**config.mk**
```make
export PLATFORM = sky130hd
export DESIGN_NAME = dna_reader
export DESIGN_NICKNAME = d
export VERILOG_FILES = /design/src/rtl/dna_reader_pkg.sv /design/src/rtl/dna_prim_wrap.sv /design/src/rtl/dna_reader.sv
export SDC_FILE = /design/constraint.sdc
export NUM_CORES = 1
export LEC_CHECK = 0
export ABC_AREA = 1
export BUFFER_PORTS_ARGS = -buffer_cell sky130_fd_sc_hd__buf_2
export CAP_MARGIN = 0
export CORE_MARGIN = 1
export CORE_UTILIZATION = 25
export DETAILED_ROUTE_END_ITERATION = 6
export MAX_ROUTING_LAYER = met4
export SLEW_MARGIN = 20
export SYNTH_ARGS = -nofsm -noshare
export SYNTH_HDL_FRONTEND = slang
export SYNTH_SLANG_ARGS = --single-unit
```
**constraint.sdc**
```tcl
create_clock -name clk -period 2.8 [get_ports clk]
set_input_delay 0.42 -clock clk [delete_from_list [all_inputs] [get_ports clk]]
set_output_delay 0.42 -clock clk [all_outputs]
set_load 0.005 [all_outputs]
```
**src/rtl/dna_reader_pkg.sv**
```systemverilog
// Shared types and sizing helpers for the device-DNA readout engine.
// The state encoding is fixed at 3 bits so checkers can bind to it directly.
package dna_reader_pkg;

  typedef enum logic [2:0] {
    ST_IDLE    = 3'd0,
    ST_SETTLE  = 3'd1,
    ST_LOAD    = 3'd2,
    ST_SHIFT   = 3'd3,
    ST_COMPARE = 3'd4,
    ST_DONE    = 3'd5
  } state_e;

  // Width of a counter that runs 0..n-1; never narrower than one bit.
  function automatic int cnt_w(input int n);
    return (n < 2) ? 1 : $clog2(n);
  endfunction

  function automatic int settle_cnt_w(input int settle_cycles);
    return cnt_w(settle_cycles);
  endfunction

  function automatic int div_cnt_w(input int shift_div);
    return cnt_w(shift_div);
  endfunction

  function automatic int bit_cnt_w(input int dna_width);
    return cnt_w(dna_width);
  endfunction

endpackage

```
**src/rtl/dna_prim_wrap.sv**
```systemverilog
// Device-DNA port stand-in: FAMILY picks the primitive depth (DNA_PORTE2 = 96 bits,
// DNA_PORT = 57 bits). READ parallel-loads SIM_DNA, SHIFT moves toward bit 0, DOUT = bit 0.
module dna_prim_wrap #(
  parameter int                   DNA_WIDTH = 96,
  parameter logic [DNA_WIDTH-1:0] SIM_DNA   = '0,
  parameter string                FAMILY    = "ULTRASCALE"
) (
  input  logic clk,
  input  logic din,
  input  logic read,
  input  logic shift,
  output logic dout
);

  localparam int PRIM_W = (FAMILY == "7SERIES") ? 57 : 96;

  logic [PRIM_W-1:0] prim_q;
  logic [PRIM_W-1:0] prim_d;

  always_comb begin
    prim_d = prim_q;
    if (read) begin
      prim_d = PRIM_W'(SIM_DNA);
    end else if (shift) begin
      prim_d = {din, prim_q[PRIM_W-1:1]};
    end
  end

  // The silicon primitive has no reset; contents are defined only after READ.
  always_ff @(posedge clk) begin
    prim_q <= prim_d;
  end

  assign dout = prim_q[0];

endmodule

```
**src/rtl/dna_reader.sv**
```systemverilog
// Device-DNA readout engine: settle, LOAD, SHIFT DNA_WIDTH bits (LSB first) into an
// identifier register, with optional double-read consistency check.
module dna_reader
  import dna_reader_pkg::*;
#(
  parameter int                   DNA_WIDTH     = 96,
  parameter logic [DNA_WIDTH-1:0] SIM_DNA       = {96{1'b0}},
  parameter int                   SETTLE_CYCLES = 96,
  parameter int                   SHIFT_DIV     = 1,
  parameter int                   AUTO_START    = 1,
  parameter int                   CHECK_EN      = 0,
  parameter string                FAMILY        = "ULTRASCALE"
) (
  input  logic                 clk,
  input  logic                 rst,
  input  logic                 start_i,
  output logic                 busy_o,
  output logic                 valid_o,
  output logic [DNA_WIDTH-1:0] dna_o,
  output logic                 mismatch_o
);

  localparam int SW = settle_cnt_w(SETTLE_CYCLES);
  localparam int DW = div_cnt_w(SHIFT_DIV);
  localparam int BW = bit_cnt_w(DNA_WIDTH);

  localparam logic [SW-1:0] SETTLE_LAST = SW'((SETTLE_CYCLES > 0) ? SETTLE_CYCLES - 1 : 0);
  localparam logic [DW-1:0] DIV_LAST    = DW'(SHIFT_DIV - 1);
  localparam logic [BW-1:0] BIT_LAST    = BW'(DNA_WIDTH - 1);

  // Handshake: start_i is a one-cycle request sampled only in IDLE/DONE; while
  // busy_o=1 it is dropped. valid_o=1 means dna_o/mismatch_o are final and stable.

  state_e                 state_q, state_d;
  logic [SW-1:0]          settle_cnt_q, settle_cnt_d;
  logic [DW-1:0]          div_cnt_q, div_cnt_d;
  logic [BW-1:0]          bit_cnt_q, bit_cnt_d;
  logic                   pass_q, pass_d;
  logic                   auto_q, auto_d;
  logic [DNA_WIDTH-1:0]   shreg_q, shreg_d;
  logic [DNA_WIDTH-1:0]   pass1_q, pass1_d;
  logic [DNA_WIDTH-1:0]   dna_q, dna_d;
  logic                   busy_q, busy_d;
  logic                   valid_q, valid_d;
  logic                   mismatch_q, mismatch_d;

  logic prim_din;
  logic prim_read;
  logic prim_shift;
  logic prim_dout;
  logic launch;

  assign launch = ((state_q == ST_IDLE) && (start_i || auto_q)) ||
                  ((state_q == ST_DONE) && start_i);

  always_comb begin
    state_d      = state_q;
    settle_cnt_d = settle_cnt_q;
    div_cnt_d    = div_cnt_q;
    bit_cnt_d    = bit_cnt_q;
    pass_d       = pass_q;
    auto_d       = auto_q;
    shreg_d      = shreg_q;
    pass1_d      = pass1_q;
    dna_d        = dna_q;
    busy_d       = busy_q;
    valid_d      = valid_q;
    mismatch_d   = mismatch_q;

    case (state_q)
      ST_IDLE, ST_DONE: begin
        if (launch) begin
          auto_d       = 1'b0;
          valid_d      = 1'b0;
          mismatch_d   = 1'b0;
          busy_d       = 1'b1;
          settle_cnt_d = '0;
          pass_d       = 1'b0;
          // A zero settle time skips SETTLE entirely so LOAD follows immediately.
          state_d      = (SETTLE_CYCLES == 0) ? ST_LOAD : ST_SETTLE;
        end
      end
      ST_SETTLE: begin
        if (settle_cnt_q == SETTLE_LAST) begin
          state_d = ST_LOAD;
        end else begin
          settle_cnt_d = settle_cnt_q + SW'(1);
        end
      end
      ST_LOAD: begin
        bit_cnt_d = '0;
        div_cnt_d = '0;
        shreg_d   = '0;
        state_d   = ST_SHIFT;
      end
      ST_SHIFT: begin
        if (div_cnt_q == DIV_LAST) begin
          div_cnt_d          = '0;
          shreg_d[bit_cnt_q] = prim_dout;
          if (bit_cnt_q == BIT_LAST) begin
            if ((CHECK_EN != 0) && !pass_q) begin
              pass1_d = shreg_d;
              pass_d  = 1'b1;
              state_d = ST_LOAD;
            end else begin
              state_d = ST_COMPARE;
            end
          end else begin
            bit_cnt_d = bit_cnt_q + BW'(1);
          end
        end else begin
          div_cnt_d = div_cnt_q + DW'(1);
        end
      end
      ST_COMPARE: begin
        dna_d      = shreg_q;
        mismatch_d = (CHECK_EN != 0) && (shreg_q != pass1_q);
        valid_d    = 1'b1;
        busy_d     = 1'b0;
        state_d    = ST_DONE;
      end
      default: state_d = ST_IDLE;
    endcase
  end

  always_ff @(posedge clk or negedge rst) begin
    if (!rst) begin
      state_q      <= ST_IDLE;
      settle_cnt_q <= '0;
      div_cnt_q    <= '0;
      bit_cnt_q    <= '0;
      pass_q       <= 1'b0;
      auto_q       <= (AUTO_START != 0);
      shreg_q      <= '0;
      pass1_q      <= '0;
      dna_q        <= '0;
      busy_q       <= 1'b0;
      valid_q      <= 1'b0;
      mismatch_q   <= 1'b0;
    end else begin
      state_q      <= state_d;
      settle_cnt_q <= settle_cnt_d;
      div_cnt_q    <= div_cnt_d;
      bit_cnt_q    <= bit_cnt_d;
      pass_q       <= pass_d;
      auto_q       <= auto_d;
      shreg_q      <= shreg_d;
      pass1_q      <= pass1_d;
      dna_q        <= dna_d;
      busy_q       <= busy_d;
      valid_q      <= valid_d;
      mismatch_q   <= mismatch_d;
    end
  end

  // Primitive strobes decode straight from state so SHIFT lines up with the sample.
  assign prim_din   = 1'b0;
  assign prim_read  = (state_q == ST_LOAD);
  assign prim_shift = (state_q == ST_SHIFT) && (div_cnt_q == DIV_LAST);

  dna_prim_wrap #(
    .DNA_WIDTH (DNA_WIDTH),
    .SIM_DNA   (SIM_DNA),
    .FAMILY    (FAMILY)
  ) u_prim (
    .clk   (clk),
    .din   (prim_din),
    .read  (prim_read),
    .shift (prim_shift),
    .dout  (prim_dout)
  );

  assign busy_o     = busy_q;
  assign valid_o    = valid_q;
  assign dna_o      = dna_q;
  assign mismatch_o = mismatch_q;

endmodule
```
## Yosys cells after proc, flatten, opt, wreduce, memory -nomap -nowiden

Index checks and enable logic that the tools add are counted.

| operators by class | value |
|---|---|
| order comparisons | 2 |
| bitwise gates (word level) | 2 |
| muxes and demuxes | 22 |
| equality and inequality tests | 13 |
| $add $sub $neg | 3 |
| reductions and logical operators | 16 |

Operators by type and width:

| operator | count |
|---|---|
| case mux 96 bit (2 select lines) | 1 |
| bitwise AND 96 bit | 1 |
| 2-to-1 mux 96 bit | 1 |
| inverter 96 bit | 1 |
| 2-to-1 mux 7 bit | 4 |
| case mux 7 bit (2 select lines) | 2 |
| case mux 3 bit (5 select lines) | 1 |
| adder 7 x 1 -> 7 bit, second input constant | 2 |
| == test 7 bit, second input constant | 2 |
| 2-to-1 mux 3 bit | 4 |
| inequality test 2 bit, second input constant | 6 |
| < comparator 7 x 8 -> 1 bit, second input constant | 1 |
| case mux 1 bit (2 select lines) | 4 |
| demux 1 bit (select 7 bit) | 1 |
| >= comparator 7 x 1 -> 1 bit, second input constant | 1 |
| == test 3 x 2 -> 1 bit, second input constant | 2 |
| == test 3 bit, second input constant | 2 |
| AND reduction 2 bit | 3 |
| AND reduction 3 bit | 2 |
| nonzero test 2 bit | 3 |
| 2-to-1 mux 1 bit | 4 |
| AND reduction 4 bit | 1 |
| == test 3 x 1 -> 1 bit, second input constant | 1 |
| logical AND 1 bit | 3 |
| 4 further kinds | 5 |

| word-level totals | value |
|---|---|
| word-level logic and storage cells | 68 |
| register bits | 214 |
| input bits | 3 |

## Depth between registers and ports, before layout

| depth | value |
|---|---|
| depth after elaboration | 8 |
| gate-level depth with buffers | 9 |
| gate-level depth less buffers | 8 |

## Hierarchy

Synthesis repeated with hierarchy kept, for this count alone.

| second synthesis, totals | value |
|---|---|
| cells, all modules | 1538 |
| area total of the unflattened synthesis | 13116.3 µm² |

By module, submodules not included:

| module | instances | area each (µm²) | cells an instance |
|---|---|---|---|
| dna_reader | 1 | 9102.5 | 930 |
| dna_prim_wrap | 1 | 4013.8 | 608 |

## Least setup slack after synthesis

Ideal clock, no wire load.

| timing | value |
|---|---|
| kind | register to register |
| start | register state_q[1] |
| end | register dna_q[0], in the netlist dna_o[0] |
| path slack | 1366 ps |
| stages on the path, launching flop included | 6 |
| path buffers | 2 |
| period minus slack after synthesis | 1434 ps |
| setup time | 127 ps |
| arrival | 1306 ps |
| cell sequence | dfrtp_1 -> nor2_2 -> nand2_1 -> buf_4 -> buf_6 -> mux2_1 |

| on the way | value |
|---|---|
| longest elaborated chain between the ends | 1 |

RTL lines:

| what | RTL line | text |
|---|---|---|
| start: declaration | dna_reader.sv:34 | `state_e state_q, state_d;` |
| start signal: assignment | dna_reader.sv:141 | `state_q <= state_d;` |
| == test 3 bit | dna_reader.sv:70 | `case (state_q)` |
| end signal: assignment | dna_reader.sv:149 | `dna_q <= dna_d;` |
| end: declaration | dna_reader.sv:42 | `logic [DNA_WIDTH-1:0] dna_q, dna_d;` |

Every way passes these cells.
A chain may end at the register's enable or synchronous reset.

## Final worst setup path

| timing | value |
|---|---|
| start | register state_q[2] |
| end | register shreg_q[23] |

| on the way | value |
|---|---|
| longest elaborated chain between the ends | 3 |

RTL lines:

| what | RTL line | text |
|---|---|---|
| == test 3 x 2 -> 1 bit | dna_reader.sv:70 |  |
| inequality test 2 bit (no source line) or nonzero test 2 bit (tied branches) | n/a |  |
| AND reduction 2 bit (no source line) | n/a |  |
| end signal: assignment | dna_reader.sv:147 | `shreg_q <= shreg_d;` |
| end: declaration | dna_reader.sv:40 | `logic [DNA_WIDTH-1:0] shreg_q, shreg_d;` |

Parallel ways exist; a longest one is shown, timed or not.

==> impl_metrics.py <==
metrics = {
    "sta": {
        "skew_ps": 13.9,
        "hold_viol_final": 0,
        "slew_headroom": 0.467,
        "max_freq_mhz": 496,
        "rsz0062_at_grt": "false",
        "setup_viol": 0,
        "fin_tns_setup_ps": 0,
        "fin_crit_sh": 0.721,
        "worstMarginPinSlew_ps": 796,
        "period_needed_ps": 2020,
        "slew_violations": 0,
    },
    "die": {
        "die_area_mm2": 0.0344,
        "die_w_um": 186,
        "placementRows": 66,
        "start_util": 0.256,
        "die_h_um": 186,
        "coreArea_mm2": 0.0329,
        "io-pin-count": 102,
    },
    "clocking": {
        "cts_buffer_depth": 3,
        "clk_latency_ps": 510,
        "cts.clk_slew.worst_paths_ps": 60,
        "cts_resized": 0,
        "root_buffer": "clkbuf_16",
        "cts_tree": "done",
        "cts_buffers": 25,
        "htreeDepth": 1,
        "clkSinkCount": 212,
    },
    "layout": {
        "design_area_mm2": 0.0102,
        "drive_above_1_share": 0.206,
        "syn_to_final_growth_pct": 20.7,
        "num_antenna_cells": 0,
        "nets": 859,
    },
    "routing": {
        "drtPass1Iterations": 5,
        "viasPerCell": 4.28,
        "drtAntennaViolNets": 0,
        "vias": 5617,
        "drt_iter0_drc": 369,
        "drc_errors": 0,
        "routed_wl_mm": 20.0,
        "wire_per_inst_um": 15.3,
    },
    "outcome": {
        "status": "finished clean",
    },
    "synth": {
        "synth_area_leaders": "dfrtp_1, mux2_1, nand2_1",
        "synthMuxAreaShare": 0.0895,
        "postSynthCellCount": 748,
        "ys_ff_latch": 212,
        "synth_top_family_by_area": "simple AND/OR/NAND/NOR gates",
        "yosysSeqAreaShare": 0.630,
        "yosysWarningCount": 0,
        "post_synth_and_or_nand_nor_area_fraction": 0.128,
        "synth_top_cell_area_share": 0.627,
        "synth_cell_type_count": 34,
        "synthAdderAreaFrac": 0.00297,
        "synth_compound_area_frac": 0.0934,
        "netlist_area_mm2": 0.00843,
        "synth-edff-count": 0,
        "async_flop_share": 1.00,
        "synthesis.nets": 753,
        "yosysTopAreaCell": "dfrtp_1",
        "synth_flop_cell": "dfrtp_1",
        "syn_avg_cell_area_um2": 11.3,
        "synth_xor_area_frac": 0.00208,
    },
    "global_routing": {
        "grt_pass1_wl_mm": 32.0,
        "gr-total-overflow": 0,
        "grt.total_usage": 0.122,
        "grt_pass1_vias": 5647,
        "grt_max_degree": 71,
        "antenna_found_initial": 0,
    },
    "worst_hold_path": {
        "holdPathStages": 4,
        "hold_path_class": "input pin to flip-flop",
    },
    "power": {
        "irDropWorstVdd_mv": 0.392,
        "p_per_area_mw_per_mm2": 609,
        "p_leak_uw": 0.00525,
        "finalPower_uw": 6200,
    },
    "setup_path": {
        "crit_slowest_cell": "dfrtp_1",
        "crit_type": "flip-flop to flip-flop",
        "crit_chain": "inv_2, nand3_4, nor2_2, inv_1, o21ai_0, nor2_1",
        "reg2reg_depth": 6,
        "slowest_delay_ps": 510,
        "cp-start-kind": "flip-flop",
        "crit_fanout": 12,
        "crit_arrival_ps": 2400,
        "crit_path_end_kind": "flip-flop",
        "worstPathRequired_ps": 3180,
    },
    "placement": {
        "gp_congestion": 0.881,
        "port_buffers": 100,
        "place_area_mm2": 0.00938,
        "hpwl_mm": 13.7,
    },
    "job": {
        "maxCapViolCount": 0,
    },
}
[synthesized netlist by cell type (4+ instances only)]
master / count
buf_2: 12
a211oi_1: 29
o21ai_0: 48
a21oi_1: 20
inv_2: 11
inv_1: 55
nand4_1: 4
o21ai_1: 38
nand3_1: 26
buf_6: 10
nor2_8: 6
mux2_1: 67
dfrtp_1: 211
nor2_1: 71
clkbuf_1: 6
nand2_1: 107
[sequential cells by signal (all words and copies together) (netlist names)]
name / flops
dna_o: 96
shreg_q: 96
bit_cnt_q: 7
settle_cnt_q: 7
state_q: 3
auto_q: 1
busy_o: 1
valid_o: 1
[worst max-delay path, delay by kind of cell, from the launching register on]
family,cells,cell delay [ps]
and+or+nand+nor,3,850
DFF,1,510
buffers and inverters,2,340
AOI/OAI and AO/OA,1,180
[cells in the final DEF, fill, tap and decap left out, drive strengths merged, types with 4 or more instances in the layout]
| cell type | instances |
|---|---|
| dfrtp | 211 |
| nand2 | 110 |
| buf | 107 |
| o21ai | 88 |
| nor2 | 80 |
| inv | 69 |
| mux2 | 67 |
| clkbuf | 34 |
| a211oi | 29 |
| nand3 | 29 |
| a21oi | 20 |
| nand4 | 4 |
| clkinv | 4 |
[power breakdown]
group	switching, uW	leakage (uW)	internal [uW]	total (uW)
combinational	61.1	0.00195	10.7	71.8
clock	1240	0.000379	1820	3060
sequential	0	0.00292	3060	3060
[area by class of cell]
cell class	instances	area, um2
Fill cell	3424	22700
Sequential cell	212	5310
Multi-Input combinational cell	440	2670
Clock buffer	33	686
Timing Repair Buffer	109	617
Tap cell	442	553
Inverter	66	248
Clock inverter	10	91.3
[layer usage]
| metal | global-route usage | up-vias | share of wire |
|---|---|---|---|
| li1 | - | 2702 | - |
| met1 | 0.161 | 2777 | 0.45 |
| met2 | 0.190 | 114 | 0.47 |
| met3 | 0.0321 | 24 | 0.063 |
| met4 | 0.0239 | 0 | 0.012 |
| met5 | - | - | 0 |
[repair_timing]
action                    CTS  global route
hold buffers                1             0
hold endpoints to repair   49             0
setup buffers               0             0
[cell families after synthesis]
group,Yosys count
multiplexers,67
AO/OA/AOI/OAI,140
flip-flops,212
other,1
adder cells (fa/ha/maj),2
buffers and inverters,96
AND/OR/NAND/NOR,228
XOR/XNOR,2
[final timing paths]
| check | from | end | slack, ps |
|---|---|---|---|
| setup / recovery | state_q[2] | shreg_q[23] | 780 |
| hold / removal | start_i | valid_o | 350 |
| setup reg to reg | state_q[2] | shreg_q[23] | 780 |
| hold reg to reg | auto_q | auto_q | 460 |
| max in group asynchronous | rst | shreg_q[13] | 1610 |
| min in group asynchronous | rst | dna_o[86] | 440 |
[metrics by stage]
step	worst slack, ps	utilization	std cells	hold WS (ps)
CTS	767	0.309	1312	348
global route	619	0.309	1312	394
global placement	897	0.286	1268	416
finish	782	0.309	1312	351
detailed placement	787	0.286	1268	421
floorplan	1370	-	748	124
(Power assumes the default switching activity.)
